$ cat config.mk
export PLATFORM = sky130hd
export DESIGN_NAME = fifo_bram_rr_arb_flat
export DESIGN_NICKNAME = d
export VERILOG_FILES = /design/src/rtl/fifo_bram_rr_arb_if.sv /design/src/rtl/fifo_bram_rr_arb.sv /design/src/flat_wrapper.sv
export SDC_FILE = /design/constraint.sdc
export NUM_CORES = 1
export LEC_CHECK = 0
export CORE_MARGIN = 2
export CORE_UTILIZATION = 39
export DETAILED_ROUTE_END_ITERATION = 6
export PLACE_DENSITY = 0.87
export SLEW_MARGIN = 10
export SYNTH_ARGS = -nofsm -noshare
export SYNTH_HDL_FRONTEND = slang
export SYNTH_SLANG_ARGS = --single-unit
$ cat constraint.sdc
create_clock -name clk -period 3.8 [get_ports clk]
set_input_delay 0.57 -clock clk [delete_from_list [all_inputs] [get_ports clk]]
set_output_delay 0.57 -clock clk [all_outputs]
set_load 0.1 [all_outputs]
$ cat src/rtl/fifo_bram_rr_arb_if.sv
// Handshake bundle between the round-robin dequeue scheduler, its upstream
// fifo_bram sources and the shared downstream enqueue port.
interface fifo_bram_rr_arb_if #(
  parameter int unsigned N_CHANNELS  = 4,
  parameter int unsigned N_DATA_BITS = 32
);
  localparam int unsigned CHAN_W = $clog2(N_CHANNELS);

  logic [N_CHANNELS-1:0]                  chan_en;
  logic [N_CHANNELS-1:0][N_DATA_BITS-1:0] in_first;
  logic [N_CHANNELS-1:0]                  in_notEmpty;
  logic [N_CHANNELS-1:0]                  in_deq_en;
  logic [N_DATA_BITS-1:0]                 out_data;
  logic [CHAN_W-1:0]                      out_chan;
  logic                                   out_en;
  logic                                   out_almostFull;

  modport master (
    input  chan_en, in_first, in_notEmpty, out_almostFull,
    output in_deq_en, out_data, out_chan, out_en
  );

  modport slave (
    output chan_en, in_first, in_notEmpty, out_almostFull,
    input  in_deq_en, out_data, out_chan, out_en
  );
endinterface

$ cat src/rtl/fifo_bram_rr_arb.sv
// Round-robin burst scheduler: dequeues up to MAX_BURST beats per grant from
// N_CHANNELS upstream FIFOs into one registered, channel-tagged output.
module fifo_bram_rr_arb #(
  parameter int unsigned N_CHANNELS  = 4,
  parameter int unsigned N_DATA_BITS = 32,
  parameter int unsigned MAX_BURST   = 8
) (
  input logic               clk,
  input logic               reset,
  fifo_bram_rr_arb_if.master bus
);
  localparam int unsigned CHAN_W = $clog2(N_CHANNELS);
  localparam int unsigned CNT_W  = $clog2(MAX_BURST + 1);

  typedef enum logic {IDLE, BURST} state_t;

  state_t                 state;
  logic [CHAN_W-1:0]      cur_chan;
  logic [CNT_W-1:0]       beat_cnt;

  logic [N_CHANNELS-1:0]  elig;
  logic                   can_issue;
  logic                   cont;
  logic                   found;
  logic [CHAN_W-1:0]      found_chan;
  logic [CHAN_W-1:0]      cand;
  logic                   grant;
  logic [CHAN_W-1:0]      grant_chan;
  logic [N_CHANNELS-1:0]  deq;

  logic                   out_en_q;
  logic [N_DATA_BITS-1:0] out_data_q;
  logic [CHAN_W-1:0]      out_chan_q;

  assign elig      = bus.in_notEmpty & bus.chan_en;
  assign can_issue = !bus.out_almostFull;
  assign cont      = (state == BURST) && elig[cur_chan] &&
                     (beat_cnt < CNT_W'(MAX_BURST)) && can_issue;

  // Search cur_chan+1 .. cur_chan+N; descending loop lets the nearest hit win,
  // and cur_chan itself is the last candidate.
  always_comb begin
    found      = 1'b0;
    found_chan = cur_chan;
    cand       = cur_chan;
    for (int unsigned i = N_CHANNELS; i >= 1; i--) begin
      cand = CHAN_W'((32'(cur_chan) + 32'(i)) % N_CHANNELS);
      if (elig[cand]) begin
        found      = 1'b1;
        found_chan = cand;
      end
    end
  end

  // Same-cycle grant so a switch or an early-empty channel costs no bubble.
  always_comb begin
    grant      = 1'b0;
    grant_chan = cur_chan;
    if (!reset) begin
      if (cont) begin
        grant = 1'b1;
      end else if (found && can_issue) begin
        grant      = 1'b1;
        grant_chan = found_chan;
      end
    end
    deq = grant ? (N_CHANNELS'(1) << grant_chan) : '0;
  end

  always_ff @(posedge clk) begin
    if (reset) begin
      state      <= IDLE;
      cur_chan   <= CHAN_W'(N_CHANNELS - 1);
      beat_cnt   <= '0;
      out_en_q   <= 1'b0;
      out_data_q <= '0;
      out_chan_q <= '0;
    end else begin
      out_en_q <= grant;
      if (grant) begin
        out_data_q <= bus.in_first[grant_chan];
        out_chan_q <= grant_chan;
      end
      // A stall with an eligible candidate holds everything.
      if (cont) begin
        beat_cnt <= beat_cnt + CNT_W'(1);
      end else if (!found) begin
        state <= IDLE;
      end else if (can_issue) begin
        state    <= BURST;
        cur_chan <= found_chan;
        beat_cnt <= CNT_W'(1);
      end
    end
  end

  assign bus.in_deq_en = deq;
  assign bus.out_en    = out_en_q;
  assign bus.out_data  = out_data_q;
  assign bus.out_chan  = out_chan_q;
endmodule

$ cat src/flat_wrapper.sv
// flat-port wrapper written by rule: the top's interface ports become plain ports
module fifo_bram_rr_arb_flat 
#(
  parameter int unsigned N_CHANNELS  = 4,
  parameter int unsigned N_DATA_BITS = 32,
  parameter int unsigned MAX_BURST   = 8
)
  (clk, reset, bus_chan_en, bus_in_first, bus_in_notEmpty, bus_out_almostFull, bus_in_deq_en, bus_out_data, bus_out_chan, bus_out_en);
  fifo_bram_rr_arb_if #(.N_CHANNELS(N_CHANNELS), .N_DATA_BITS(N_DATA_BITS)) bus_i ();
  input logic clk;
  input logic reset;
  input wire logic [$bits(bus_i.chan_en)-1:0] bus_chan_en;
  input wire logic [$bits(bus_i.in_first)-1:0] bus_in_first;
  input wire logic [$bits(bus_i.in_notEmpty)-1:0] bus_in_notEmpty;
  input wire logic [$bits(bus_i.out_almostFull)-1:0] bus_out_almostFull;
  output wire logic [$bits(bus_i.in_deq_en)-1:0] bus_in_deq_en;
  output wire logic [$bits(bus_i.out_data)-1:0] bus_out_data;
  output wire logic [$bits(bus_i.out_chan)-1:0] bus_out_chan;
  output wire logic [$bits(bus_i.out_en)-1:0] bus_out_en;
  assign bus_i.chan_en = bus_chan_en;
  assign bus_i.in_first = bus_in_first;
  assign bus_i.in_notEmpty = bus_in_notEmpty;
  assign bus_i.out_almostFull = bus_out_almostFull;
  assign bus_in_deq_en = bus_i.in_deq_en;
  assign bus_out_data = bus_i.out_data;
  assign bus_out_chan = bus_i.out_chan;
  assign bus_out_en = bus_i.out_en;
  fifo_bram_rr_arb #(.N_CHANNELS(N_CHANNELS), .N_DATA_BITS(N_DATA_BITS), .MAX_BURST(MAX_BURST)) u_core (.clk(clk), .reset(reset), .bus(bus_i));
endmodule
# ---- Word-level counts from Yosys, hierarchy flattened
# Cells that the tools add are included.
dict set report totals {
  in_bits 139
  register_bits 42
  word_cells 65
  out_inout_bits 39
}
dict set report op_classes {
  n_bitwise 3
  n_lt_le_gt_ge 7
  addsub 5
  muxes 32
  reduce_logical 9
  n_eq_ne 2
  shifts 1
}
# operator n
set op_table {}
lappend op_table {{32-bit binary-select mux with 2-bit select} 1}
lappend op_table {{32-bit 2-to-1 mux} 1}
lappend op_table {{2-bit by 3-bit less-than comparator with 1-bit output, second input constant} 6}
lappend op_table {{4-bit 2-to-1 mux} 4}
lappend op_table {{1-bit 2-to-1 mux} 14}
lappend op_table {{2-bit 2-to-1 mux} 7}
lappend op_table {{1-bit binary-select mux with 2-bit select} 5}
lappend op_table {{2-bit by 1-bit adder with 2-bit output, second input constant} 2}
lappend op_table {{2-bit adder, second input constant} 2}
lappend op_table {{4-bit by 1-bit adder with 4-bit output, second input constant} 1}
lappend op_table {{4-bit AND} 1}
lappend op_table {{1-bit logical AND} 4}
lappend op_table {{4-bit less-than comparator, second input constant} 1}
lappend op_table {{2-bit AND reduction} 2}
lappend op_table {{1-bit by 2-bit left shift with 4-bit output, first input constant} 1}
lappend op_table {{3-bit AND reduction} 1}
lappend op_table {{2-bit by 1-bit != test with 1-bit output, second input constant} 1}
lappend op_table {{2-bit != test, second input constant} 1}
lappend op_table {{1-bit NOT} 2}
lappend op_table {{2-bit nonzero test} 1}
lappend op_table {{1-bit zero test} 1}

# ---- Logic depth before layout (Yosys ltp)
# Gate-level depths: netlist of the first run.
dict set report depth {
  depth_word 13
  depth_mapped 10
  mapped_depth_nobuf 7
}

# ---- Worst setup path after synthesis of the first run
# No wires, ideal clock.
dict set report synth_path {
  kind {input-to-output}
  from {in bus_in_notEmpty[1]}
  to {out bus_in_deq_en[2]}
  arrival_time_ps 3339
  setup_slack_ps -109
  required_time_ps 3230
  path_buffers 3
  path_stages 8
  path_cell_list {nand2_2 mux4_2 nor3_1 o21a_1 buf_2 buf_6 buf_2 nor2b_1}
}
dict set report synth_between {
  elab_chain_len 13
  elab_cells_between_ends 31
  classes_between {shift (1); mux (25); bitwise (1); reduce/logical (4)}
}
# element line_no
set synth_lines {}
lappend synth_lines {{start, declared} flat_wrapper.sv:14} ;# input wire logic [$bits(bus_i.in_notEmpty)-1:0] bus_in_notEmpty;
lappend synth_lines {{4-bit AND *} fifo_bram_rr_arb.sv:35} ;# assign elig = bus.in_notEmpty & bus.chan_en;
lappend synth_lines {{1-bit binary-select mux with 2-bit select} fifo_bram_rr_arb.sv:48} ;# if (elig[cand]) begin
lappend synth_lines {{1-bit 2-to-1 mux (implied by the code)} fifo_bram_rr_arb.sv:48}
lappend synth_lines {{1-bit 2-to-1 mux (4 in series)} fifo_bram_rr_arb.sv:48}
lappend synth_lines {{1-bit logical AND} fifo_bram_rr_arb.sv:62} ;# end else if (found && can_issue) begin
lappend synth_lines {{2-bit 2-to-1 mux} fifo_bram_rr_arb.sv:62}
lappend synth_lines {{2-bit 2-to-1 mux} fifo_bram_rr_arb.sv:60} ;# if (cont) begin
lappend synth_lines {{2-bit 2-to-1 mux} fifo_bram_rr_arb.sv:59} ;# if (!reset) begin
lappend synth_lines {{1-bit by 2-bit left shift with 4-bit output} fifo_bram_rr_arb.sv:67} ;# deq = grant ? (N_CHANNELS'(1) << grant_chan) : '0;
lappend synth_lines {{4-bit 2-to-1 mux *} fifo_bram_rr_arb.sv:67}
lappend synth_lines {{end, declared} flat_wrapper.sv:16} ;# output wire logic [$bits(bus_i.in_deq_en)-1:0] bus_in_deq_en;
# Mark *: on every way between the ends. The rest lies on a longest branch, timed or not. The select of a mux whose other input is x is not followed.

# ---- Worst setup path in the final report of the first run
dict set report layout_path {
  from {in bus_chan_en[3]}
  to {out bus_in_deq_en[0]}
}
dict set report layout_between {
  elab_chain_len 13
  elab_cells_between_ends 31
  classes_between {shift (1); mux (25); bitwise (1); reduce/logical (4)}
}
# element line_no
set layout_lines {}
lappend layout_lines {{start, declared} flat_wrapper.sv:12} ;# input wire logic [$bits(bus_i.chan_en)-1:0] bus_chan_en;
lappend layout_lines {{4-bit AND *} fifo_bram_rr_arb.sv:35}
lappend layout_lines {{1-bit binary-select mux with 2-bit select} fifo_bram_rr_arb.sv:48}
lappend layout_lines {{1-bit 2-to-1 mux (implied by the code)} fifo_bram_rr_arb.sv:48}
lappend layout_lines {{1-bit 2-to-1 mux (4 in series)} fifo_bram_rr_arb.sv:48}
lappend layout_lines {{1-bit logical AND} fifo_bram_rr_arb.sv:62}
lappend layout_lines {{2-bit 2-to-1 mux} fifo_bram_rr_arb.sv:62}
lappend layout_lines {{2-bit 2-to-1 mux} fifo_bram_rr_arb.sv:60}
lappend layout_lines {{2-bit 2-to-1 mux} fifo_bram_rr_arb.sv:59}
lappend layout_lines {{1-bit by 2-bit left shift with 4-bit output} fifo_bram_rr_arb.sv:67}
lappend layout_lines {{4-bit 2-to-1 mux *} fifo_bram_rr_arb.sv:67}
# Marks and branches as above.

==> key figures, run 1 <==
Synthesis
  • Simple-gate portion of the synthesized area: 0.238
  • Mapped cell area: 2670 um^2
  • Post-Synth Adder-Cell Area: 0.00469
  • Multiplexer area fraction after synthesis: 0.133
  • Largest family of logic cells by synthesized area: simple AND/OR/NAND/NOR gates
  • Xor and xnor area share after synthesis: 0
  • Synth warn: 0
  • Area share of the largest cell type after synthesis: 0.315
  • Synth Area in Compound Gates: 0.235
  • Syn Nets: 434
  • Synthesized area per cell: 9.06 um^2
  • Synth unique cells: 42
  • Synth area leaders: dfxtp_1 32%, mux2i_1 12%, nor4bb_1 12%
  • Flops & latches, synth: 42
  • Cell count after synthesis: 294
  • Cell type with the largest total area after synthesis: dfxtp_1
  • Seq/Total Area, Yosys: 0.315

Clocking
  • Worst skew pair latency: 0.29 ns
  • Worst-path clk slew: about 0.09 ns
  • Num CTS Buffers: 5
  • H-tree levels: 2
  • Clock root buffer: clkbuf_8
  • Post-CTS sizing: 0
  • CTS sink count: between 40 and 50
  • Hold Buf Count CTS: 0
  • Setup repair bufs after CTS: 0
  • TritonCTS clock tree: built
  • Clock buffer depth: 2

Hold path
  • Cell depth of the worst hold path: 2
  • Hold Path Class: flip-flop to flip-flop

Status
  • Outcome: finished, final reports clean

Layout
  • Register Area: 841 um^2
  • Fin nets: ~600
  • Syn-to-layout area delta: 71.9%
  • Number of fill cells: approximately 580
  • Final core occ: 0.682
  • Layout cell share with drive strength beyond 1: 0.0717
  • Antenna diode count: 0
  • Area of the multi-input gates: 1630 um^2

Worst setup path
  • Crit path arrival time: 2.75 ns
  • Setup crit start: bus_chan_en[3]
  • Critical register-to-register path endpoint: u_core.bus.out_data[2]
  • Setup Crit Path Kind: input pin to primary output
  • Worst path required time: 3.23 ns
  • Crit Path Max Fanout: 5
  • Startpoint type of the worst setup path: input pin
  • R2R Path Start: u_core.cur_chan[1]
  • R2r setup slk: ~1.1 ns
  • Critical Path Sink: bus_in_deq_en[0]
  • Depth of the most critical reg-to-reg path: 7
  • CP Capture Type: primary output

Power and ir drop
  • Pwr Density: between 300 and 400 nW/um^2
  • VDD IR-drop max: between 0.15 and 0.2 mV
  • Leak Pwr: 1.62 nW

Global routing
  • Largest net degree at the start of global routing: 65
  • First-pass GRT wire length: 14000 um
  • Vias in the first global route: 3022
  • Initial antenna violation count: 0
  • Global route overflow: 0
  • Tot GR Track Use: 0.232

Placement
  • Pre-CTS setup slack: 0.446 ns
  • RePlAce Congestion: about 0.85
  • Post-DP HPWL: 6770 um
  • Number of buffers added on ports: 177

Routing
  • # DRC: 0
  • Drt total wl: 9080 um
  • Via-to-Cell Ratio: 5.60
  • Drt initial violations: 80
  • Routed via count: 3022
  • ANT nets after route: 0
  • Routed len/inst: 16.8 um
  • DRT Pass-1 Iters: 4

Timing
  • Final setup fails: 0
  • Minimum clock period: 3.32 ns
  • Slew margin rel.: 0.322
  • Final worst setup slack: 0.475 ns
  • Hold Fails Final Rpt: 0
  • Tcrit/Tclk final: 0.875
  • Worst Max-Slew Pin Slew: 1.01 ns
  • Fmax: between 300 and 400 MHz
  • Hold_ws: 0.469 ns
  • RSZ-0062 raised after global routing: no
  • Setup TNS: 0 ns
  • Slew Viols, Final: 0
  • Layout Skew: 0.00659 ns

Die
  • Die area: 7510 um^2
  • Row cnt: 30
  • IO Pins: 178
  • Initial Utilization: 0.397
  • Die height: 86.7 um
  • Core footprint: 6720 um^2
  • Die Width: 86.7 um

Run
  • Max cap viols: 0
[logic make-up after synthesis]
logic type / Yosys count
DFF: 42
AOI/OAI and AO/OA: 86
and+or+nand+nor: 101
adders and majority gates: 1
muxes: 34
buffers and inverters: 30
[sequential cells by signal, summed over array words and instances (netlist names)]
name,flops
u_core.bus.out_chan,2
u_core.cur_chan,2
u_core.beat_cnt,4
u_core.bus.out_data,32
u_core.state,1
u_core.bus.out_en,1
[layer usage]
metal | global-route usage | part of all wire | wire [um]
met5 | 0 | 0 | 0
met4 | 0.0483 | 0.014 | 123
met3 | 0.0667 | 0.075 | 682
met2 | 0.436 | 0.51 | 4660
met1 | 0.259 | 0.40 | 3610
[final cells by class]
cell class	instances	share of cell area
repair buffers	186	0.416
multi-input cells	222	0.357
flip-flops and latches	42	0.184
well taps	80	0.0218
clock buffers	6	0.0180
clock inverters	2	0.00273
inverters	2	0.00164
[metrics by stage]
step / area, um^2 / std cells / power [mW]
final: 4580 / 540 / 1.66
after floorplan: 2670 / 294 / 1.09
after global placement: 4490 / 532 / 1.35
after detailed placement: 4490 / 532 / 1.37
after global routing: 4580 / 540 / 1.73
after CTS: 4580 / 540 / 1.67
[worst max-delay path, cell delays in order]
cell	delay (ns)
clkdlybuf4s50_1	0.50
nand2_2	0.10
mux4_2	0.53
or2_4	0.28
mux2_2	0.32
nor2_1	0.23
buf_12	0.21
[worst min path at each step]
stage / from / to
after floorplan: u_core.beat_cnt[3] / u_core.beat_cnt[3]
after global placement: u_core.beat_cnt[3] / u_core.beat_cnt[3]
after detailed placement: u_core.beat_cnt[3] / u_core.beat_cnt[3]
after CTS: u_core.bus.out_chan[0] / u_core.bus.out_chan[0]
after global routing: u_core.bus.out_data[18] / u_core.bus.out_data[18]
final: u_core.bus.out_chan[0] / u_core.bus.out_chan[0]
[layout by cell type, fill, tap and decap left out, types with 2 or more instances in the layout]
cell type | Yosys | final
a211o_1 | 3 | 3
a211oi_1 | 2 | 2
a21oi_1 | 4 | 4
a31oi_1 | 32 | 32
and2_1 | 2 | 2
and3_1 | 2 | 2
buf_12 | 3 | 6
buf_4 | 2 | 7
clkbuf_8 | 0 | 6
clkdlybuf4s50_1 | 0 | 173
dfxtp_1 | 42 | 42
inv_1 | 2 | 2
mux2i_1 | 32 | 32
nand2_1 | 41 | 41
nand2_2 | 2 | 2
nor2_1 | 8 | 7
nor2b_1 | 4 | 3
nor3_1 | 2 | 2
nor4bb_1 | 32 | 32
o211ai_1 | 32 | 32
o21ai_0 | 2 | 2
o21ai_1 | 2 | 2
[cell usage after synthesis]
library cell	n
dfxtp_1	42
nand2_1	41
a31oi_1	32
mux2i_1	32
nor4bb_1	32
o211ai_1	32
clkbuf_1	16
nor2_1	8
a21oi_1	4
buf_2	4
nor2b_1	4
a211o_1	3
buf_12	3
buf_6	3
a211oi_1	2
and2_1	2
and3_1	2
buf_4	2
inv_1	2
nand2_2	2
nor3_1	2
o21a_1	2
o21ai_0	2
o21ai_1	2
a21oi_4	1
a22oi_1	1
a22oi_2	1
a2bb2oi_1	1
a311oi_4	1
and3b_1	1
and4b_1	1
ha_1	1
mux2_2	1
mux4_2	1
nand2b_1	1
nand3_1	1
nand3b_1	1
nand4_1	1
o221a_1	1
o22ai_1	1
or2_1	1
or2_4	1
[report_power, final]
part	total (mW)	switching [mW]	internal [mW]	leakage, nW
combinational	0.840	0.528	0.312	1.22
sequential	0.517	0.0277	0.489	0.345
clock	0.305	0.159	0.146	0.0472
No activity file was read; power rests on OpenSTA's default activity.
==> inputs of run 2 (changes only) <==
--- a/config.mk
+++ b/config.mk
@@ -9,5 +9,5 @@
 export CORE_UTILIZATION = 39
 export DETAILED_ROUTE_END_ITERATION = 6
-export PLACE_DENSITY = 0.87
+export PLACE_DENSITY = 0.9
 export SLEW_MARGIN = 10
 export SYNTH_ARGS = -nofsm -noshare
==> constraint.sdc (replaced) <==
create_clock -name clk -period 3.8 [get_ports clk]
set_input_delay 0.57 -clock clk [delete_from_list [all_inputs] [get_ports clk]]
set_output_delay 0.57 -clock clk [all_outputs]
set_load 0.005 [all_outputs]
==> key figures, run 2 (synthesis gave the netlist of run 1 again) <==
Global routing
  • Initial antenna violation count: 0 (unchanged)
  • First-pass GRT wire length: 13600 um (-3.2%)
  • Largest net degree at the start of global routing: 65 (unchanged)
  • Tot GR Track Use: 0.226 (-0.00577)
  • Vias in the first global route: 2978 (-1.5%)
  • Global route overflow: 0 (unchanged)

Layout
  • Largest register FFs: 32 (unchanged)
  • Syn-to-layout area delta: 68.5%
  • Final Cell Area: 4490 um^2 (-2.0%)
  • Layout cell share with drive strength beyond 1: 0.0568 (-0.0150)
  • Most frequent cells in the layout: 177 x clkdlybuf4s50_1, 42 x dfxtp_1, 41 x nand2_1
  • Final core occ: 0.668 (-0.0136)
  • Most common cell after layout, fill and taps aside: clkdlybuf4s50_1
  • Antenna diode count: 0 (unchanged)
  • Fin nets: 598 (-0.17%)
  • Number of fill cells: 552 (-4.7%)

Routing
  • Routed via count: 3015 (-0.23%)
  • DRT Pass-1 Iters: 4 (unchanged)
  • Drt total wl: 9060 um (-0.24%)
  • # DRC: 0 (unchanged)
  • Routed len/inst: 16.8 um (+0.13%)
  • Via-to-Cell Ratio: 5.60 (+0.14%)
  • Drt initial violations: 79 (-1.3%)
  • ANT nets after route: 0 (unchanged)

Placement
  • DP Area: 4410 um^2 (-1.7%)
  • Number of buffers added on ports: 177 (unchanged)
  • RePlAce Congestion: 0.918 (+7.9%)
  • Post-DP HPWL: 6870 um (+1.6%)
  • Pre-CTS setup slack: 0.269 ns (-0.177 ns)

Worst setup path
  • Crit path arrival time: 2.98 ns (+0.23 ns)
  • CP Capture Type: primary output
  • Crit Path Max Fanout: 5 (unchanged)
  • CP cell instances: clkdlybuf4s50_1 -> nand2_1 -> mux4_2 -> or2_4 -> mux2_2 -> nor2_1 -> clkdlybuf4s50_1
  • Setup Crit Path Kind: input pin to primary output
  • CP dominant cell by count: clkdlybuf4s50_1
  • CP peak stage delay: 0.53 ns (about the same)
  • Critical-path top delay cell: clkdlybuf4s50_1
  • Worst path required time: 3.23 ns (about the same)
  • Crit path max-delay family: buffers and inverters
  • Startpoint type of the worst setup path: input pin
  • Number of buffer and inverter stages on the critical path: 2 (unchanged)
  • R2r setup slk: 1.24 ns (+0.10 ns)

Clocking
  • Hold Buf Count CTS: 0 (unchanged)
  • Setup repair bufs after CTS: 0 (unchanged)
  • Clock buffer depth: 2 (unchanged)
  • Num CTS Buffers: 5 (unchanged)
  • Worst-path clk slew: 0.07 ns (-0.02 ns)
  • Worst skew pair latency: 0.28 ns (about the same)
  • H-tree levels: 2 (unchanged)
  • Post-CTS sizing: 0 (unchanged)
  • Clock root buffer: clkbuf_8
  • TritonCTS clock tree: built
  • CTS sink count: 42 (unchanged)

Timing
  • Hold Fails Final Rpt: 0 (unchanged)
  • Setup TNS: 0 ns (unchanged)
  • Tcrit/Tclk final: 0.935 (+0.0599)
  • Final setup fails: 0 (unchanged)
  • Fmax: 281 MHz (-6.4%)
  • Worst Max-Slew Pin Slew: 0.698 ns (-0.316 ns)
  • RSZ-0062 raised after global routing: no
  • Slew margin rel.: 0.534 (+0.213)
  • Layout Skew: 0.00724 ns (+0.000656 ns)
  • Minimum clock period: 3.55 ns (+0.228 ns)
  • Final worst setup slack: 0.247 ns (-0.228 ns)
  • Slew Viols, Final: 0 (unchanged)

Die
  • Core footprint: 6720 um^2 (unchanged)
  • Row cnt: 30 (unchanged)
  • Die height: 86.7 um (unchanged)
  • Die area: 7510 um^2 (unchanged)
  • Die Width: 86.7 um (unchanged)
  • Initial Utilization: 0.397 (unchanged)
  • IO Pins: 178 (unchanged)

Power and ir drop
  • Total Power: 1.27 mW (-23%)
  • Pwr Density: 284 nW/um^2 (-22%)
  • Leak Pwr: 1.58 nW (-2.2%)
  • VDD IR-drop max: 0.145 mV (-16%)

Hold path
  • Hold Path Class: flip-flop to flip-flop

Status
  • Outcome: finished, final reports clean

Run
  • Max cap viols: 0 (unchanged)
run 2: changes by cell type in the layout (fill, tap and decap cells not counted):
cell             delta
clkbuf_8            -1
buf_4               +1
clkinvlp_4          -1
nor2b_1             +1
clkdlybuf4s50_1     +4
buf_12              -6
clkinv_2            +1
nor2b_2             -1
run 2: final timing paths:
path,start,end,cells after the start
worst min register to register,u_core.beat_cnt[3],u_core.beat_cnt[3],2
worst min-delay path,u_core.beat_cnt[3],u_core.beat_cnt[3],2
worst max-delay path,bus_in_notEmpty[0],bus_in_deq_en[0],7
worst max register to register,u_core.cur_chan[1],u_core.bus.out_data[18],7
run 2: final cells by class:
| cell class | instances | area [um^2] | share of cell area |
|---|---|---|---|
| Clock buffer | 5 | 68.8 | 0.0153 |
| Clock inverter | 2 | 10.0 | 0.00223 |
| Inverter | 2 | 7.51 | 0.00167 |
| Multi-Input combinational cell | 222 | 1630 | 0.363 |
| Sequential cell | 42 | 841 | 0.187 |
| Tap cell | 80 | 100 | 0.0223 |
| Timing Repair Buffer | 185 | 1830 | 0.408 |
run 2: routing by layer:
layer  up-vias  wire (um)  GRT usage
li1       1459          -          -
met1      1410       3460      0.236
met2       128       4810      0.430
met3        18        598     0.0562
met4         0        197     0.0895
met5         -          0          0
run 2: where the power goes:
group          internal, mW  switching [mW]
registers             0.489          0.0278
clock network         0.123           0.143
logic                 0.300           0.191
run 2: worst reg2reg max path, stage by stage (launching register included):
cell and delay (ns):
dfxtp_1 0.46, mux4_2 0.60, nor3_1 0.20, o21a_2 0.18
buf_4 0.46, nor4bb_1 0.39, a31oi_1 0.08, o211ai_1 0.11
run 2: per-stage QoR:
| step | hold WS (ns) | cells |
|---|---|---|
| 6_report | 0.471 | 538 |
| 5_1_grt | 0.489 | 538 |
| 4_1_cts | 0.465 | 538 |
| 3_5_place_dp | 0.454 | 531 |
| 3_3_place_gp | 0.444 | 531 |
| 2_1_floorplan | 0.427 | 294 |
